===== src/rtl/frame_align.sv =====
// Frame aligner: hunts for the frame alignment word in an unaligned byte stream,
// confirms it one frame later, and emits the delayed stream with row/column position.
module frame_align #(
  parameter int          FRAME_COLS  = 64,
  parameter logic [47:0] FAS_PATTERN = 48'hF6F6F6282828,
  parameter int          OOF_MISSES  = 3
) (
  input  logic       i_clk,
  input  logic       i_rst,
  input  logic [7:0] i_frame_data,
  input  logic       i_frame_data_valid,
  output logic [7:0] o_frame_data,
  output logic       o_frame_data_valid,
  output logic       o_frame_data_fas,
  output logic [1:0] o_row_cnt,
  output logic [7:0] o_col_cnt,
  output logic       o_in_frame
);

  typedef enum logic [1:0] {HUNT, PRESYNC, SYNC} state_t;

  localparam logic [7:0] LAST_COL = 8'(FRAME_COLS - 1);
  localparam logic [2:0] MISS_MAX = 3'(OOF_MISSES);

  state_t      state, state_nxt;
  logic [39:0] sr;
  logic [47:0] window;
  logic        match;
  logic [2:0]  miss, miss_nxt, miss_inc;
  logic [1:0]  cur_row;
  logic [7:0]  cur_col;
  logic        at_zero;
  logic        fas_nxt;

  // Window's oldest byte is the one emitted on this beat, so FAS byte 0 leaves
  // on the same beat the final FAS byte arrives.
  assign window   = {sr, i_frame_data};
  assign match    = (window == FAS_PATTERN);
  assign miss_inc = miss + 3'd1;

  // Position of the beat being emitted now; HUNT pins it to the frame origin.
  always_comb begin
    cur_row = '0;
    cur_col = '0;
    if (state != HUNT) begin
      if (o_col_cnt == LAST_COL) begin
        cur_col = '0;
        cur_row = o_row_cnt + 2'd1;
      end else begin
        cur_col = o_col_cnt + 8'd1;
        cur_row = o_row_cnt;
      end
    end
  end

  assign at_zero = (cur_row == 2'd0) && (cur_col == 8'd0);

  always_comb begin
    state_nxt = state;
    miss_nxt  = miss;
    fas_nxt   = 1'b0;
    case (state)
      HUNT: begin
        miss_nxt = '0;
        if (match) state_nxt = PRESYNC;
      end
      PRESYNC: begin
        if (at_zero) begin
          if (match) begin
            state_nxt = SYNC;
            fas_nxt   = 1'b1;
            miss_nxt  = '0;
          end else begin
            state_nxt = HUNT;
          end
        end
      end
      SYNC: begin
        if (at_zero) begin
          if (match) begin
            fas_nxt  = 1'b1;
            miss_nxt = '0;
          end else if (miss_inc >= MISS_MAX) begin
            state_nxt = HUNT;
            miss_nxt  = '0;
          end else begin
            miss_nxt = miss_inc;
          end
        end
      end
      default: state_nxt = HUNT;
    endcase
  end

  always_ff @(posedge i_clk) begin
    if (i_rst) begin
      state              <= HUNT;
      sr                 <= '0;
      miss               <= '0;
      o_frame_data       <= '0;
      o_frame_data_valid <= 1'b0;
      o_frame_data_fas   <= 1'b0;
      o_row_cnt          <= '0;
      o_col_cnt          <= '0;
      o_in_frame         <= 1'b0;
    end else begin
      o_frame_data_valid <= i_frame_data_valid;
      if (i_frame_data_valid) begin
        state            <= state_nxt;
        sr               <= window[39:0];
        miss             <= miss_nxt;
        o_frame_data     <= window[47:40];
        o_frame_data_fas <= fas_nxt;
        o_row_cnt        <= cur_row;
        o_col_cnt        <= cur_col;
        o_in_frame       <= (state_nxt == SYNC);
      end
    end
  end

endmodule


===== config.mk =====
export PLATFORM = sky130hd
export DESIGN_NAME = frame_align
export DESIGN_NICKNAME = d
export VERILOG_FILES = /design/src/rtl/frame_align.sv
export SDC_FILE = /design/constraint.sdc
export NUM_CORES = 1
export LEC_CHECK = 0
export ABC_AREA = 1
export CAP_MARGIN = 30
export CORE_AREA = 3 3 111 113
export DETAILED_ROUTE_END_ITERATION = 12
export DIE_AREA = 0 0 114 116
export PLACE_DENSITY = 0.51
export SYNTH_ARGS = -nofsm -noshare
export SYNTH_HDL_FRONTEND = slang
export SYNTH_SLANG_ARGS = --single-unit

===== constraint.sdc =====
create_clock -name i_clk -period 2.17 [get_ports i_clk]
set_input_delay 0.434 -clock i_clk [delete_from_list [all_inputs] [get_ports i_clk]]
set_output_delay 0.434 -clock i_clk [all_outputs]
set_load 0.02 [all_outputs]

==> flow_metrics.tcl <==
set metrics [dict create \
    status "completed" \
    fp.dieArea_sq_mm 0.0132 \
    post_synth_most_frequent_cells "sky130_fd_sc_hd__nor2_1 (68), sky130_fd_sc_hd__dfxtp_1 (66), sky130_fd_sc_hd__o21ai_0 (62), sky130_fd_sc_hd__a21oi_1 (44), sky130_fd_sc_hd__inv_1 (39)" \
    synthDistinctLibCells 26 \
    globalRouteTotalUtil 0.107 \
    total_nets_after_synthesis 409 \
    antenna_violations_before_repair 0 \
    final_hold_viol_count 0 \
    timing.setup.tns_ns 0 \
    yosysWarningCount 0 \
    hp-start "i_frame_data_valid" \
    grt-ovfl-total 0 \
    dominant_combinational_cell_family_by_area_after_synthesis "simple AND/OR/NAND/NOR gates" \
    setup_viol 0 \
    port_buffers 31 \
    max-clock-path-buffers 2 \
    finalWorstSetupSlack_ns 0.238 \
    wl_per_cell_um 11.7 \
    layout-drive-gt1-share 0.0986 \
    max-slew-margin-rel 0.592 \
    synthDominantCellAreaShare 0.462 \
    timing.hold.ws_ns 0.409 \
    drt_wl_total_um 6640 \
    crit-reg2reg-capture "state[1]" \
    clock-sinks 66 \
    clock_tree_from_tritoncts "done" \
    row_count 39 \
    netlist_top_cells_area "sky130_fd_sc_hd__dfxtp_1 (46%), sky130_fd_sc_hd__o21ai_0 (11%), sky130_fd_sc_hd__nor2_1 (8.9%), sky130_fd_sc_hd__a21oi_1 (7.7%), sky130_fd_sc_hd__inv_1 (5.1%)" \
    synthMostInstantiatedCell "sky130_fd_sc_hd__nor2_1" \
    worst_ir_drop_vdd_uv 361 \
    total_leakage_power_nw 1.46 \
    count_of_flip_flops_with_a_built_in_enable_after_synthesis 0 \
    r2r_start "o_col_cnt[1]" \
    cts.reportedPaths.clkPinSlew_ns 0.06 \
    routabilityCongestion 0.780 \
    synth_adder_area_share 0.0306 \
    route.vias.total 2547 \
    clock_skew_ns 0.0123 \
    dp_worst_setup_slack_ns -0.0897 \
    power.density_mw_per_mm2 829 \
    rsz0062_at_grt "false" \
    worst-endpoint-required_ns 2.39 \
    via_per_inst 4.48 \
    synth_compound_area_frac 0.198 \
    filler_cell_count 1244 \
    drv.max_cap_violation_count 0 \
    worstSkewPairLatency_ns 0.32 \
    achievable_freq_mhz 518 \
    die_h_um 116 \
    die-width_um 114 \
    final_period_minus_worst_setup_slack_ns 1.93 \
    dr.first_iter.drc_count 180 \
    hold_buffers 0 \
    crit_path_start_kind "register" \
    min_path_type "input pin to register" \
    worst_slew_pin_slew_ns 0.612 \
    timing.critical_path.from "o_col_cnt[1]" \
    io-pin-count 32 \
    diodes 0 \
    syn-instance-count 391 \
    whs_endpoint "state[0]" \
    end_kind "register" \
    post_synth_top_flop "sky130_fd_sc_hd__dfxtp_1" \
    detail_route.drc_violations 0 \
    cts.htree.levels 3 \
    syn_to_final_growth_pct 27.5 \
    start_util 0.251 \
    detail-route-antenna-nets 0 \
    cp_max_fo 5 \
    cts_made_buffers 9 \
    synth_area_leader_cell "sky130_fd_sc_hd__dfxtp_1" \
    grt_pass1_wl_um 11500 \
    yosys.area_share.simple 0.225 \
    grt_pass1_vias 2480 \
    clockRootBuffer "sky130_fd_sc_hd__clkbuf_16" \
    finalInstanceArea_sq_mm 0.00365 \
    post_synth.cell_area_avg_sq_um 7.32 \
    place_area_sq_mm 0.00335 \
    crit_type "register to register" \
    detailedRoute.firstPassIterationCount 4 \
    dp.final_hpwl_um 4560 \
    synth_async_sr_flop_share 0 \
    slew_viol_final 0 \
    synth_xor_area_frac 0.00612 \
    pin_count_of_the_biggest_net_entering_global_routing 73 \
    worst_r2r_path_depth 14 \
    core-area_sq_mm 0.0114 \
    design.final.nets 439 \
    syn-cell-area_sq_mm 0.00286 \
    synth_seq_area_share 0.462 \
    synthMuxAreaShare 0 \
    final_cycle_utilization_of_the_critical_path 0.890 \
    synth_seq_cells 66 \
    reg2reg_slack_ns 0.24 \
    worstPathArrival_ns 2.15 \
    min_delay_path_depth 2 \
]
## area by class of cell
type	count	area, sq um	share of cell area
Clock buffer	12	256	0.0703
Clock inverter	4	33.8	0.00926
Inverter	41	154	0.0422
Multi-Input combinational cell	265	1320	0.362
Sequential cell	66	1320	0.362
Tap cell	143	179	0.0490
Timing Repair Buffer	38	383	0.105
## routing by layer
| metal | track usage | share of wire |
|---|---|---|
| met1 | 0.131 | 0.47 |
| met2 | 0.183 | 0.49 |
| met3 | 0.0287 | 0.036 |
| met4 | 0.0325 | 0.0038 |
| met5 | 0 | 0 |
## state kept, by name (all words and copies together) (netlist names)
register            flops
o_frame_data_valid      1
o_in_frame              1
o_frame_data_fas        1
o_row_cnt               2
state                   2
o_col_cnt               8
sr                     40
miss                    3
o_frame_data            8
## through the flow
| stage | util | total power [W] | std cells |
|---|---|---|---|
| 2_1_floorplan | - | 0.00156 | 391 |
| 3_3_place_gp | 0.294 | 0.00168 | 553 |
| 3_5_place_dp | 0.294 | 0.00169 | 553 |
| 4_1_cts | 0.319 | 0.00307 | 569 |
| 5_1_grt | 0.320 | 0.00318 | 569 |
| 6_report | 0.320 | 0.00303 | 569 |
## what timing repair did
action                                  in CTS  in global routing
endpoints found under the setup margin       0                  2
setup buffers                                0                  0
gates resized for setup                      0                  3
## where the power goes
group / internal [W] / switching, W
clock: 0.000843 / 0.000524
sequential: 0.00129 / 0.0000505
combinational: 0.000133 / 0.000189
total: 0.00226 / 0.000763
## kinds of logic after synthesis
logic type | count (synthesis)
compound gates | 111
xor+xnor | 2
fa+ha+maj | 7
buf+inv | 60
flops | 66
simple gates | 145
## how the worst max path moves through the flow
stage	to	slack (ns)	cells past startpoint
global placement	miss[1]	-0.05	11
detailed placement	miss[1]	-0.09	11
floorplan	state[1]	0.28	14
global route	state[1]	0.008	14
CTS	state[1]	0.16	14
finish	state[1]	0.24	14
## placed cells by master (no fill, tap or decap), types with 3 or more instances in the layout
cell | Yosys | routed
sky130_fd_sc_hd__a21oi_1 | 44 | 43
sky130_fd_sc_hd__buf_4 | 0 | 5
sky130_fd_sc_hd__clkbuf_16 | 0 | 9
sky130_fd_sc_hd__clkdlybuf4s50_1 | 0 | 30
sky130_fd_sc_hd__dfxtp_1 | 66 | 65
sky130_fd_sc_hd__ha_1 | 7 | 6
sky130_fd_sc_hd__inv_1 | 39 | 39
sky130_fd_sc_hd__nand2_1 | 36 | 36
sky130_fd_sc_hd__nand2_2 | 4 | 4
sky130_fd_sc_hd__nand3_1 | 15 | 15
sky130_fd_sc_hd__nand3_2 | 3 | 3
sky130_fd_sc_hd__nand4_1 | 6 | 6
sky130_fd_sc_hd__nor2_1 | 68 | 68
sky130_fd_sc_hd__nor3_1 | 5 | 5
sky130_fd_sc_hd__o21ai_0 | 62 | 62
## critical path, cell delays in order (launching register included)
cell and delay (ns):
sky130_fd_sc_hd__dfxtp_1 0.37, sky130_fd_sc_hd__ha_2 0.23, sky130_fd_sc_hd__nand3_2 0.14, sky130_fd_sc_hd__nor2_4 0.17
sky130_fd_sc_hd__nor2_2 0.08, sky130_fd_sc_hd__nand2_1 0.09, sky130_fd_sc_hd__nand2_1 0.08, sky130_fd_sc_hd__nor2_1 0.13
sky130_fd_sc_hd__nand2_2 0.09, sky130_fd_sc_hd__nand2_2 0.09, sky130_fd_sc_hd__nand3_1 0.07, sky130_fd_sc_hd__nand2_1 0.06
sky130_fd_sc_hd__nand2_1 0.06, sky130_fd_sc_hd__o21ai_1 0.11, sky130_fd_sc_hd__inv_1 0.04
No activity file was read; power rests on OpenSTA's default activity.
